==> config.mk <==
export PLATFORM = sky130hd
export DESIGN_NAME = pool_stream_scheduler_flat
export DESIGN_NICKNAME = d
export VERILOG_FILES = /design/src/rtl/pool_stream_scheduler_pkg.sv /design/src/rtl/pool_stream_scheduler_if.sv /design/src/rtl/pool_credit_counter.sv /design/src/rtl/pool_stream_scheduler.sv /design/src/flat_wrapper.sv
export SDC_FILE = /design/constraint.sdc
export NUM_CORES = 1
export LEC_CHECK = 0
export ABC_AREA = 1
export CAP_MARGIN = 25
export CORE_ASPECT_RATIO = 2
export CORE_MARGIN = 5
export CORE_UTILIZATION = 41
export CTS_CLUSTER_SIZE = 25
export DETAILED_ROUTE_END_ITERATION = 8
export PLACE_DENSITY = 0.86
export REMOVE_ABC_BUFFERS = 1
export SLEW_MARGIN = 20
export SYNTH_ARGS = -nofsm -noshare
export SYNTH_HDL_FRONTEND = slang
export SYNTH_SLANG_ARGS = --single-unit
==> constraint.sdc <==
create_clock -name clk -period 2.9 [get_ports clk]
set_input_delay 0.29 -clock clk [delete_from_list [all_inputs] [get_ports clk]]
set_output_delay 0.29 -clock clk [all_outputs]
set_load 0.01 [all_outputs]
==> src/rtl/pool_stream_scheduler_pkg.sv <==
// Shared constants, lane/packet types and FSM states for the pooling stream scheduler.
package pool_stream_scheduler_pkg;

    localparam int unsigned BANKS          = 8;
    localparam int unsigned DATA_W         = 16;
    localparam int unsigned K_MAX          = 4;
    localparam int unsigned ROW_STRIDE     = 16;
    localparam int unsigned CREDITS        = 16;
    localparam int unsigned POOL_NUM       = 2;
    localparam int unsigned STAGE_STRIDE   = 8;
    localparam int unsigned TIMEOUT_CYCLES = 1024;

    localparam int unsigned COL_W  = $clog2(BANKS) + 1;
    localparam int unsigned ROWS_W = $clog2(ROW_STRIDE) + 1;
    localparam int unsigned K_W    = $clog2(K_MAX) + 1;
    localparam int unsigned ADDR_W = $clog2(K_MAX * ROW_STRIDE);

    typedef logic [DATA_W-1:0] lane_t;

    // Row packet handed to the PPU; lane 0 sits in the least significant bits.
    typedef struct packed {
        logic [BANKS-1:0]  valid;
        lane_t [BANKS-1:0] data;
    } buffer_ppu_packet_t;

    typedef enum logic [2:0] {
        StIdle,
        StStream,
        StFlush,
        StWaitFin,
        StDone
    } state_e;

    // Lanes below the configured column count carry data.
    function automatic logic [BANKS-1:0] lane_mask(input logic [COL_W-1:0] cols);
        logic [BANKS-1:0] m;
        for (int i = 0; i < BANKS; i++) begin
            m[i] = (COL_W'(i) < cols);
        end
        return m;
    endfunction

endpackage

==> src/rtl/pool_stream_scheduler_if.sv <==
// Control, accumulator-read and PPU signals of the pooling stream scheduler.
interface pool_stream_scheduler_if;
    import pool_stream_scheduler_pkg::*;

    logic                               start;
    logic                               abort;
    logic [COL_W-1:0]                   cfg_cols;
    logic [ROWS_W-1:0]                  cfg_rows;
    logic [K_W-1:0]                     cfg_k;
    logic                               acc_rd_en;
    logic [ADDR_W-1:0]                  acc_rd_addr;
    logic [BANKS*DATA_W-1:0]            acc_rd_data;
    logic [BANKS-1:0]                   ppu_valid;
    logic [BANKS*DATA_W-1:0]            ppu_data;
    logic                               ppu_row_release;
    logic                               ppu_finish;
    logic [COL_W-1:0]                   pool_size_boundary;
    logic [POOL_NUM-1:0][COL_W-1:0]     stage_boundary;
    logic                               busy;
    logic                               done;
    logic                               err;

    // Controller / buffer / PPU side.
    modport master (
        output start, abort, cfg_cols, cfg_rows, cfg_k, acc_rd_data, ppu_row_release,
               ppu_finish,
        input  acc_rd_en, acc_rd_addr, ppu_valid, ppu_data, pool_size_boundary,
               stage_boundary, busy, done, err
    );

    // Scheduler side.
    modport slave (
        input  start, abort, cfg_cols, cfg_rows, cfg_k, acc_rd_data, ppu_row_release,
               ppu_finish,
        output acc_rd_en, acc_rd_addr, ppu_valid, ppu_data, pool_size_boundary,
               stage_boundary, busy, done, err
    );

endinterface

==> src/rtl/pool_credit_counter.sv <==
// Saturating up/down credit counter with load-to-full and zero flag.
module pool_credit_counter #(
    parameter int unsigned MAX = 16,
    parameter int unsigned W   = $clog2(MAX + 1)
) (
    input  logic clk,
    input  logic rst,
    input  logic load,
    input  logic inc,
    input  logic dec,
    output logic zero
);

    localparam logic [W-1:0] Full = W'(MAX);

    logic [W-1:0] count_q, count_d;

    // Next count: load wins; a simultaneous inc and dec cancel out.
    always_comb begin
        count_d = count_q;
        if (load) begin
            count_d = Full;
        end else if (inc && !dec) begin
            if (count_q != Full) count_d = count_q + W'(1);
        end else if (dec && !inc) begin
            if (count_q != '0) count_d = count_q - W'(1);
        end
    end

    // Count register, full after reset.
    always_ff @(posedge clk) begin
        if (rst) count_q <= Full;
        else     count_q <= count_d;
    end

    assign zero = (count_q == '0);

endmodule

==> src/rtl/pool_stream_scheduler.sv <==
// Streams accumulator rows channel-major into the max-pooling PPU under credit flow control.
module pool_stream_scheduler
    import pool_stream_scheduler_pkg::*;
#(
    parameter int unsigned TIMEOUT = TIMEOUT_CYCLES
) (
    input logic                    clk,
    input logic                    rst,
    pool_stream_scheduler_if.slave bus
);

    localparam int unsigned TMR_W = $clog2(TIMEOUT);
    localparam logic [TMR_W-1:0]  TmrLast = TMR_W'(TIMEOUT - 1);
    localparam logic [COL_W-1:0]  MaxCols = COL_W'(BANKS);
    localparam logic [ROWS_W-1:0] MinRows = ROWS_W'(3);
    localparam logic [ROWS_W-1:0] MaxRows = ROWS_W'(ROW_STRIDE);
    localparam logic [K_W-1:0]    MaxK    = K_W'(K_MAX);

    state_e             state_q, state_d;
    logic [COL_W-1:0]   cols_q;
    logic [ROWS_W-1:0]  rows_q;
    logic [K_W-1:0]     kcfg_q;
    logic [ROWS_W-1:0]  row_q, row_d;
    logic [K_W-1:0]     k_q, k_d;
    logic [TMR_W-1:0]   timer_q;
    logic               rd_en;
    logic               load_cfg;
    logic               err_d, err_q;
    logic               credit_zero;
    logic               rd_pend_q;
    buffer_ppu_packet_t pkt_q, pkt_d;
    logic [COL_W-1:0]   psb_q;
    logic [POOL_NUM-1:0][COL_W-1:0] sb_q;
    logic               cfg_ok;

    assign cfg_ok = (bus.cfg_cols != '0) && (bus.cfg_cols <= MaxCols) &&
                    (bus.cfg_rows >= MinRows) && (bus.cfg_rows <= MaxRows) &&
                    (bus.cfg_k != '0) && (bus.cfg_k <= MaxK);

    // Next-state, row/group walk and read strobe.
    always_comb begin
        state_d  = state_q;
        row_d    = row_q;
        k_d      = k_q;
        rd_en    = 1'b0;
        load_cfg = 1'b0;
        err_d    = 1'b0;
        unique case (state_q)
            StIdle: begin
                if (bus.start) begin
                    if (cfg_ok) begin
                        load_cfg = 1'b1;
                        row_d    = '0;
                        k_d      = '0;
                        state_d  = StStream;
                    end else begin
                        err_d = 1'b1;
                    end
                end
            end
            StStream: begin
                if (!credit_zero) begin
                    rd_en = 1'b1;
                    if (row_q == rows_q - ROWS_W'(1)) begin
                        row_d = '0;
                        if (k_q == kcfg_q - K_W'(1)) begin
                            k_d     = '0;
                            state_d = StFlush;
                        end else begin
                            k_d = k_q + K_W'(1);
                        end
                    end else begin
                        row_d = row_q + ROWS_W'(1);
                    end
                end
            end
            StFlush: state_d = StWaitFin;
            StWaitFin: begin
                if (bus.ppu_finish) begin
                    state_d = StDone;
                end else if (timer_q == TmrLast) begin
                    err_d   = 1'b1;
                    state_d = StIdle;
                end
            end
            StDone:  state_d = StIdle;
            default: state_d = StIdle;
        endcase
        // Abort kills the current read as well, so nothing new enters the pipe.
        if (bus.abort) begin
            state_d  = StIdle;
            row_d    = '0;
            k_d      = '0;
            rd_en    = 1'b0;
            load_cfg = 1'b0;
            err_d    = 1'b0;
        end
    end

    // FSM state, walk counters and error pulse.
    always_ff @(posedge clk) begin
        if (rst) begin
            state_q <= StIdle;
            row_q   <= '0;
            k_q     <= '0;
            err_q   <= 1'b0;
        end else begin
            state_q <= state_d;
            row_q   <= row_d;
            k_q     <= k_d;
            err_q   <= err_d;
        end
    end

    // Latched tile configuration and the boundaries shown to the PPU.
    always_ff @(posedge clk) begin
        if (rst) begin
            cols_q <= '0;
            rows_q <= '0;
            kcfg_q <= '0;
            psb_q  <= '0;
            sb_q   <= '0;
        end else if (load_cfg) begin
            cols_q <= bus.cfg_cols;
            rows_q <= bus.cfg_rows;
            kcfg_q <= bus.cfg_k;
            psb_q  <= bus.cfg_cols;
            for (int i = 0; i < POOL_NUM; i++) begin
                sb_q[i] <= COL_W'(i * STAGE_STRIDE);
            end
        end
    end

    // Finish timeout, running only while waiting for the PPU.
    always_ff @(posedge clk) begin
        if (rst || state_q != StWaitFin) timer_q <= '0;
        else                             timer_q <= timer_q + TMR_W'(1);
    end

    pool_credit_counter #(
        .MAX (CREDITS)
    ) u_credits (
        .clk  (clk),
        .rst  (rst),
        .load (load_cfg || bus.abort),
        .inc  (bus.ppu_row_release),
        .dec  (rd_en),
        .zero (credit_zero)
    );

    // Masked PPU packet built from the read data returning this cycle.
    always_comb begin
        pkt_d = '0;
        if (rd_pend_q) begin
            pkt_d.valid = lane_mask(cols_q);
            for (int i = 0; i < BANKS; i++) begin
                if (pkt_d.valid[i]) pkt_d.data[i] = bus.acc_rd_data[i*DATA_W +: DATA_W];
            end
        end
    end

    // Read-return tracking and PPU output register; abort squashes in-flight rows.
    always_ff @(posedge clk) begin
        if (rst || bus.abort) begin
            rd_pend_q <= 1'b0;
            pkt_q     <= '0;
        end else begin
            rd_pend_q <= rd_en;
            pkt_q     <= pkt_d;
        end
    end

    assign bus.acc_rd_en          = rd_en;
    assign bus.acc_rd_addr        = ADDR_W'(k_q) * ADDR_W'(ROW_STRIDE) + ADDR_W'(row_q);
    assign bus.ppu_valid          = pkt_q.valid;
    assign bus.ppu_data           = pkt_q.data;
    assign bus.pool_size_boundary = psb_q;
    assign bus.stage_boundary     = sb_q;
    assign bus.busy               = (state_q != StIdle);
    assign bus.done               = (state_q == StDone);
    assign bus.err                = err_q;

endmodule

==> src/flat_wrapper.sv <==
// flat-port wrapper written by rule: the top's interface ports become plain ports
module pool_stream_scheduler_flat import pool_stream_scheduler_pkg::*;
#(
    parameter int unsigned TIMEOUT = TIMEOUT_CYCLES
)
  (clk, rst, bus_start, bus_abort, bus_cfg_cols, bus_cfg_rows, bus_cfg_k, bus_acc_rd_data, bus_ppu_row_release, bus_ppu_finish, bus_acc_rd_en, bus_acc_rd_addr, bus_ppu_valid, bus_ppu_data, bus_pool_size_boundary, bus_stage_boundary, bus_busy, bus_done, bus_err);
  pool_stream_scheduler_if bus_i ();
  input logic clk;
  input logic rst;
  input wire logic [$bits(bus_i.start)-1:0] bus_start;
  input wire logic [$bits(bus_i.abort)-1:0] bus_abort;
  input wire logic [$bits(bus_i.cfg_cols)-1:0] bus_cfg_cols;
  input wire logic [$bits(bus_i.cfg_rows)-1:0] bus_cfg_rows;
  input wire logic [$bits(bus_i.cfg_k)-1:0] bus_cfg_k;
  input wire logic [$bits(bus_i.acc_rd_data)-1:0] bus_acc_rd_data;
  input wire logic [$bits(bus_i.ppu_row_release)-1:0] bus_ppu_row_release;
  input wire logic [$bits(bus_i.ppu_finish)-1:0] bus_ppu_finish;
  output wire logic [$bits(bus_i.acc_rd_en)-1:0] bus_acc_rd_en;
  output wire logic [$bits(bus_i.acc_rd_addr)-1:0] bus_acc_rd_addr;
  output wire logic [$bits(bus_i.ppu_valid)-1:0] bus_ppu_valid;
  output wire logic [$bits(bus_i.ppu_data)-1:0] bus_ppu_data;
  output wire logic [$bits(bus_i.pool_size_boundary)-1:0] bus_pool_size_boundary;
  output wire logic [$bits(bus_i.stage_boundary)-1:0] bus_stage_boundary;
  output wire logic [$bits(bus_i.busy)-1:0] bus_busy;
  output wire logic [$bits(bus_i.done)-1:0] bus_done;
  output wire logic [$bits(bus_i.err)-1:0] bus_err;
  assign bus_i.start = bus_start;
  assign bus_i.abort = bus_abort;
  assign bus_i.cfg_cols = bus_cfg_cols;
  assign bus_i.cfg_rows = bus_cfg_rows;
  assign bus_i.cfg_k = bus_cfg_k;
  assign bus_i.acc_rd_data = bus_acc_rd_data;
  assign bus_i.ppu_row_release = bus_ppu_row_release;
  assign bus_i.ppu_finish = bus_ppu_finish;
  assign bus_acc_rd_en = bus_i.acc_rd_en;
  assign bus_acc_rd_addr = bus_i.acc_rd_addr;
  assign bus_ppu_valid = bus_i.ppu_valid;
  assign bus_ppu_data = bus_i.ppu_data;
  assign bus_pool_size_boundary = bus_i.pool_size_boundary;
  assign bus_stage_boundary = bus_i.stage_boundary;
  assign bus_busy = bus_i.busy;
  assign bus_done = bus_i.done;
  assign bus_err = bus_i.err;
  pool_stream_scheduler #(.TIMEOUT(TIMEOUT)) u_core (.clk(clk), .rst(rst), .bus(bus_i));
endmodule
== After elaboration in Yosys (flattened, before gate mapping) ==
Cells that the tools add are included.
Storage, ports and cells
  bits in latches: 0
  flip-flop bits (word level): 177
  memories: 0
  input port bits: 146
  word-level logic and storage cells: 136
  output and inout port bits: 158
  bits in read-only memories: 0
  bits in writable memories: 0
Operators by class
  bitwise gates (word level): 9
  add/subtract/negate cells: 8
  divide/modulo/power cells: 0
  equal/unequal tests: 16
  $mul: 0
  order comparisons: 12
  reduce and logical (&&, ||, !) cells: 36
  multiplexer cells: 35
  shift operators: 0
Operator list (number)
  two-way mux 5 bit: 8
  two-way mux 3 bit: 12
  OR reduction 3 bit: 8
  < comparator 3 x 4 -> 1 bit, first input constant: 4
  case mux 3 bit (4 select lines): 1
  two-way mux 1 bit: 11
  adder 10 x 1 -> 10 bit, second input constant: 1
  adder 5 x 1 -> 5 bit, second input constant: 2
  equality test 10 bit, second input constant: 1
  case mux 5 bit (2 select lines): 1
  subtractor 5 x 1 -> 5 bit, second input constant: 2
  NOT 1 bit: 9
  < comparator 1 x 4 -> 1 bit, first input constant: 2
  < comparator 2 x 4 -> 1 bit, first input constant: 2
  inequality test 2 x 1 -> 1 bit, second input constant: 4
  logical AND 1 bit: 7
  adder 6 x 5 -> 6 bit: 1
  equality test 3 x 2 -> 1 bit, second input constant: 2
  inequality test 3 x 2 -> 1 bit, second input constant: 2
  case mux 3 bit (2 select lines): 1
  AND reduction 6 bit: 1
  nonzero test 2 bit: 3
  nonzero test 3 bit: 2
  OR reduction 2 bit: 3
  22 further kinds: 26

== Depth between registers and ports, before layout ==
  depth after elaboration: 12
  depth in mapped cells: 14
  mapped depth without buffers: 14

== Cells and area by module ==
From an unflattened synthesis, not the netlist that was laid out.
Unflattened totals
  cells, all modules: 792
  area total of the unflattened synthesis: 6414.9 µm²
Modules (own cells, without submodules)
  pool_stream_scheduler: area an instance 5958.2 µm², times used 1, cells each 729, seq. area each 3443.3 µm²
  pool_credit_counter: area an instance 456.7 µm², times used 1, cells each 63, seq. area each 100.1 µm²

== Worst setup path before layout ==
No wires, ideal clock.
  path kind: register to register
  start: register u_core.state_q[0]
  end: register u_core.u_credits.count_q[3]
  setup time: 65 ps
  setup slack: 390 ps
  stages on the path, launching flop included: 14
  period minus slack after synthesis: 2510 ps
  data arrival time: 2446 ps
  path buffers: 0
  required time: 2835 ps
  cell sequence: dfxtp_1 inv_1 nor3_2 inv_1 nor3_1 inv_1 ha_1 inv_1 ha_1 a21o_1 a31oi_1 xor2_1 a21oi_1 nor2_1
On the way
  longest elaborated chain between the ends: 7
  elaborated cells on any way between the ends: 16
  classes of those cells: eq/ne: 2; mux: 5; reduce/logical: 9
Ends and longest elaborated chain
  start, declared: line pool_stream_scheduler.sv:19  | state_e state_q, state_d;
  start signal, assigned: line pool_stream_scheduler.sv:103  | state_q <= StIdle;
  start signal, assigned: line pool_stream_scheduler.sv:108  | state_q <= state_d;
  equality test 3 x 1 -> 1 bit *: line pool_stream_scheduler.sv:48  | unique case (state_q)
  two-way mux 1 bit *: line pool_stream_scheduler.sv:48
  two-way mux 1 bit *: line pool_stream_scheduler.sv:90  | if (bus.abort) begin
  via bus_acc_rd_en: line flat_wrapper.sv:18  | output wire logic [$bits(bus_i.acc_rd_en)-1:0] bus_acc_rd_en;
  zero test 1 bit: line pool_credit_counter.sv:23  | end else if (inc && !dec) begin
  logical AND 1 bit: line pool_credit_counter.sv:23
  inequality test 2 x 1 -> 1 bit (no source line) / nonzero test 2 bit (equally long branches)
  AND reduction 3 bit (no source line)
  end signal, assigned: line pool_credit_counter.sv:32  | if (rst) count_q <= Full;
  end signal, assigned: line pool_credit_counter.sv:33  | else count_q <= count_d;
  end, declared: line pool_credit_counter.sv:16  | logic [W-1:0] count_q, count_d;
The timed path passes the listed nets; every way through them passes the cells marked *.
A chain may end at the register's enable or synchronous reset.

== Final worst setup path ==
  start: register u_core.state_q[0]
  end: register u_core.u_credits.count_q[4]
On the way
  longest elaborated chain between the ends: 7
  elaborated cells on any way between the ends: 16
  classes of those cells: eq/ne: 2; mux: 5; reduce/logical: 9
Ends and longest elaborated chain (line)
  equality test 3 x 1 -> 1 bit: pool_stream_scheduler.sv:48
  two-way mux 1 bit: pool_stream_scheduler.sv:48
  two-way mux 1 bit: pool_stream_scheduler.sv:90
  zero test 1 bit: pool_credit_counter.sv:23
  logical AND 1 bit: pool_credit_counter.sv:23
  inequality test 2 x 1 -> 1 bit (no source line) / nonzero test 2 bit (equally long branches)
  AND reduction 3 bit (no source line)
Parallel ways exist; a longest one is shown, timed or not.

==> impl_metrics.toml <==
[run_status]
outcome = "finished clean"

[global_routing]
grt_use_total_pct = 20.1
antenna_found_initial = 0
grt_max_degree = 25
overflow = 0
grt_pass1_vias = 5577
grt_pass1_wl_um = 28600

[routing]
dr.pass1.iters = 4
via_per_inst = 4.32
ant_nets = 0
drc = 0
wl_um = 18900
routedWlPerCell_um = 14.6
num_vias = 5600
drtIter0Drc = 130

[placement]
gp_congestion = 0.927
post-place-ws_ns = 0.333
place_area_sq_mm = 0.00949
dp.cells = 1264
dp_hpwl_um = 15100
portBuffers = 296

[final_layout]
drive_above_1_share_pct = 5.74
antenna_cells = 0
layout_common_cells = "clkdlybuf4s50_1 (296), inv_1 (192), dfxtp_1 (177), nor2_1 (167), nand2_1 (78)"
layout.cells.most_common = "clkdlybuf4s50_1"
syn_to_final_growth_pct = 57.7
final_area_sq_mm = 0.0100
layout.nets = 1242
stdcell_count = 1296

[worst_setup_path]
crit_family = "compound AO/OA/AOI/OAI gates"
crit_start = "u_core.state_q[0]$_SDFFE_PP0P_"
slowest_delay_ns = 0.37
r2r_cells = 14
worstPathArrival_ns = 2.79
reg2reg_setup_slack_ns = 0.41
rr_endpoint = "u_core.u_credits.count_q[4]$_SDFFE_PP1P_"
critPathSlowestCell = "dfxtp_1"
timing_worst_setup_path_type = "reg2reg"
crit_top_cell = "inv_1"
critPathMaxFanout = 4
critical_path.endpoint_type = "register"
cp.required_ns = 3.20
worst-path-buf-inv = 4
cp_cell_sequence = "inv_1, nor3_2, inv_1, nor3_1, inv_1, ha_1, inv_1, ha_1, a21oi_1, o21ai_0, o21ai_0, a21oi_1, a21oi_1, nand2_1"
reg2reg_from = "u_core.state_q[0]$_SDFFE_PP0P_"
start_kind = "register"

[floorplan]
ios = 304
coreArea_sq_mm = 0.0153
die_w_um = 98.1
die_h_um = 186
rows = 64
initial_core_util_pct = 41.6
die_area_sq_mm = 0.0183

[clock_network]
cts_setup_buffers = 0
cts_root_buf = "clkbuf_16"
cts_tree = "yes"
cts_inserted_buffers = 17
clock_latency_ns = 0.42
cts_max_level = 4
cts_hold_buffers = 0
cts_sinks = 177
path_clk_slew_ns = 0.06
clock_path_buffers = 2
ctsResizeCount = 0

[power_and_ir_drop]
power.density_mw_per_mm2 = 493
leakage_uw = 0.00458
vdd_drop_max_mv = 0.395

[sta]
maxSlewHeadroom_pct = 52.6
fin_crit_ns = 2.49
fin_tns_setup_ns = 0
finalSetupViolCount = 0
fmax_mhz = 402
drv_slew = 0
tightest_slew_ns = 0.709
rsz0062_at_grt = "false"
final_hold_viol_count = 0
fin_ws_ns = 0.412
fin_skew_ns = 0.0102
finalCritPeriodShare_pct = 85.8

[synth]
syn_area_sq_mm = 0.00636
ys_ff_latch = 177
yosysSeqAreaShare_pct = 55.7
synth.avg_cell_area_sq_um = 8.16
netlist_instances = 780
yosys_warnings = 0
ys_types = 34

[hold_path]
hold_start = "bus_acc_rd_data[81]"
holdPathEnd = "u_core.bus.ppu_data[81]$_SDFF_PP0_"
whs_path_depth = 3
hold_class = "in2reg"

[flow_run]
cap_viol_max_count = 0
[cell type report]
cell class / instances / area (sq um)
clock buffers: 21 / 460
fillers: 1228 / 5260
multi-input cells: 389 / 1950
repair buffers: 303 / 3020
flip-flops and latches: 177 / 3540
clock inverters: 11 / 81.3
inverters: 197 / 742
well taps: 198 / 248
[cells in the mapped netlist]
cell type,count,area [sq um]
a211oi_1,1,7.51
a21o_1,1,7.51
a21oi_1,32,160
a21oi_4,3,48.8
a31oi_1,1,6.26
buf_12,1,20.0
buf_2,4,20.0
buf_4,11,82.6
buf_6,1,11.3
clkbuf_1,6,22.5
conb_1,1,3.75
dfxtp_1,177,3540
fa_1,1,20.0
ha_1,10,125
inv_1,192,721
inv_2,4,15.0
inv_4,1,6.26
nand2_1,78,293
nand2_4,3,33.8
nand3_1,21,105
nand3b_1,1,7.51
nand4_1,2,12.5
nor2_1,167,627
nor2_4,12,135
nor2_8,1,20.0
nor3_1,8,40.0
nor3_2,1,10.0
nor3b_1,1,7.51
o21a_1,2,15.0
o21ai_0,19,95.1
o21ai_2,1,8.76
o21bai_1,5,37.5
xnor2_1,4,35.0
xor2_1,7,61.3
[sequential cells by signal (all words and copies together) (netlist names)]
name,cells
u_core.rd_pend_q,1
u_core.rows_q,5
u_core.kcfg_q,3
u_core.bus.err,1
u_core.timer_q,10
u_core.bus.stage_boundary,1
u_core.bus.ppu_valid,8
u_core.row_q,5
u_core.u_credits.count_q,5
u_core.k_q,3
u_core.cols_q,4
u_core.state_q,3
u_core.bus.ppu_data,128
[worst max path at each step]
stage	slack [ns]	end	cells past startpoint
after floorplan	0.39	u_core.u_credits.count_q[3]$_SDFFE_PP0P_	13
after global routing	0.06	u_core.u_credits.count_q[4]$_SDFFE_PP1P_	14
after global placement	0.37	u_core.u_credits.count_q[4]$_SDFFE_PP1P_	12
after CTS	0.41	u_core.u_credits.count_q[4]$_SDFFE_PP1P_	14
after detailed placement	0.33	u_core.u_credits.count_q[4]$_SDFFE_PP1P_	12
final	0.41	u_core.u_credits.count_q[4]$_SDFFE_PP1P_	14
[stage by stage]
stage / utilization, % / power [uW] / hold slack [ns]
finish: 65.6 / 4950 / 0.392
global route: 65.6 / 5140 / 0.375
CTS: 65.6 / 5000 / 0.368
detailed placement: 62.1 / 2910 / 0.434
global placement: 62.1 / 2890 / 0.433
floorplan: - / 2650 / 0.359
[tightest hold or removal path, cell delays in order]
cell	delay [ns]
clkdlybuf4s50_1	0.39
inv_1	0.05
nor2_1	0.03
[power breakdown]
part,total [uW],internal [uW],switching [uW]
clock,2090,1150,947
combinational,402,238,163
sequential,2450,2440,11.2
total,4950,3830,1120
[routing by layer]
| layer | track usage (%) | routed length, um | up-vias |
|---|---|---|---|
| met5 | 0 | 0 | - |
| met4 | 8.10 | 498 | 0 |
| met3 | 4.29 | 953 | 31 |
| met2 | 39.7 | 10700 | 206 |
| met1 | 20.0 | 6750 | 2505 |
| li1 | - | - | 2858 |
[logic make-up after synthesis]
family | share of synthesized area [%]
buf+inv | 14.1
flops | 55.7
simple gates | 20.3
fa+ha+maj | 2.28
other cells | 0.0589
compound gates | 6.07
xor+xnor | 1.51
No activity file was read; power rests on OpenSTA's default activity.
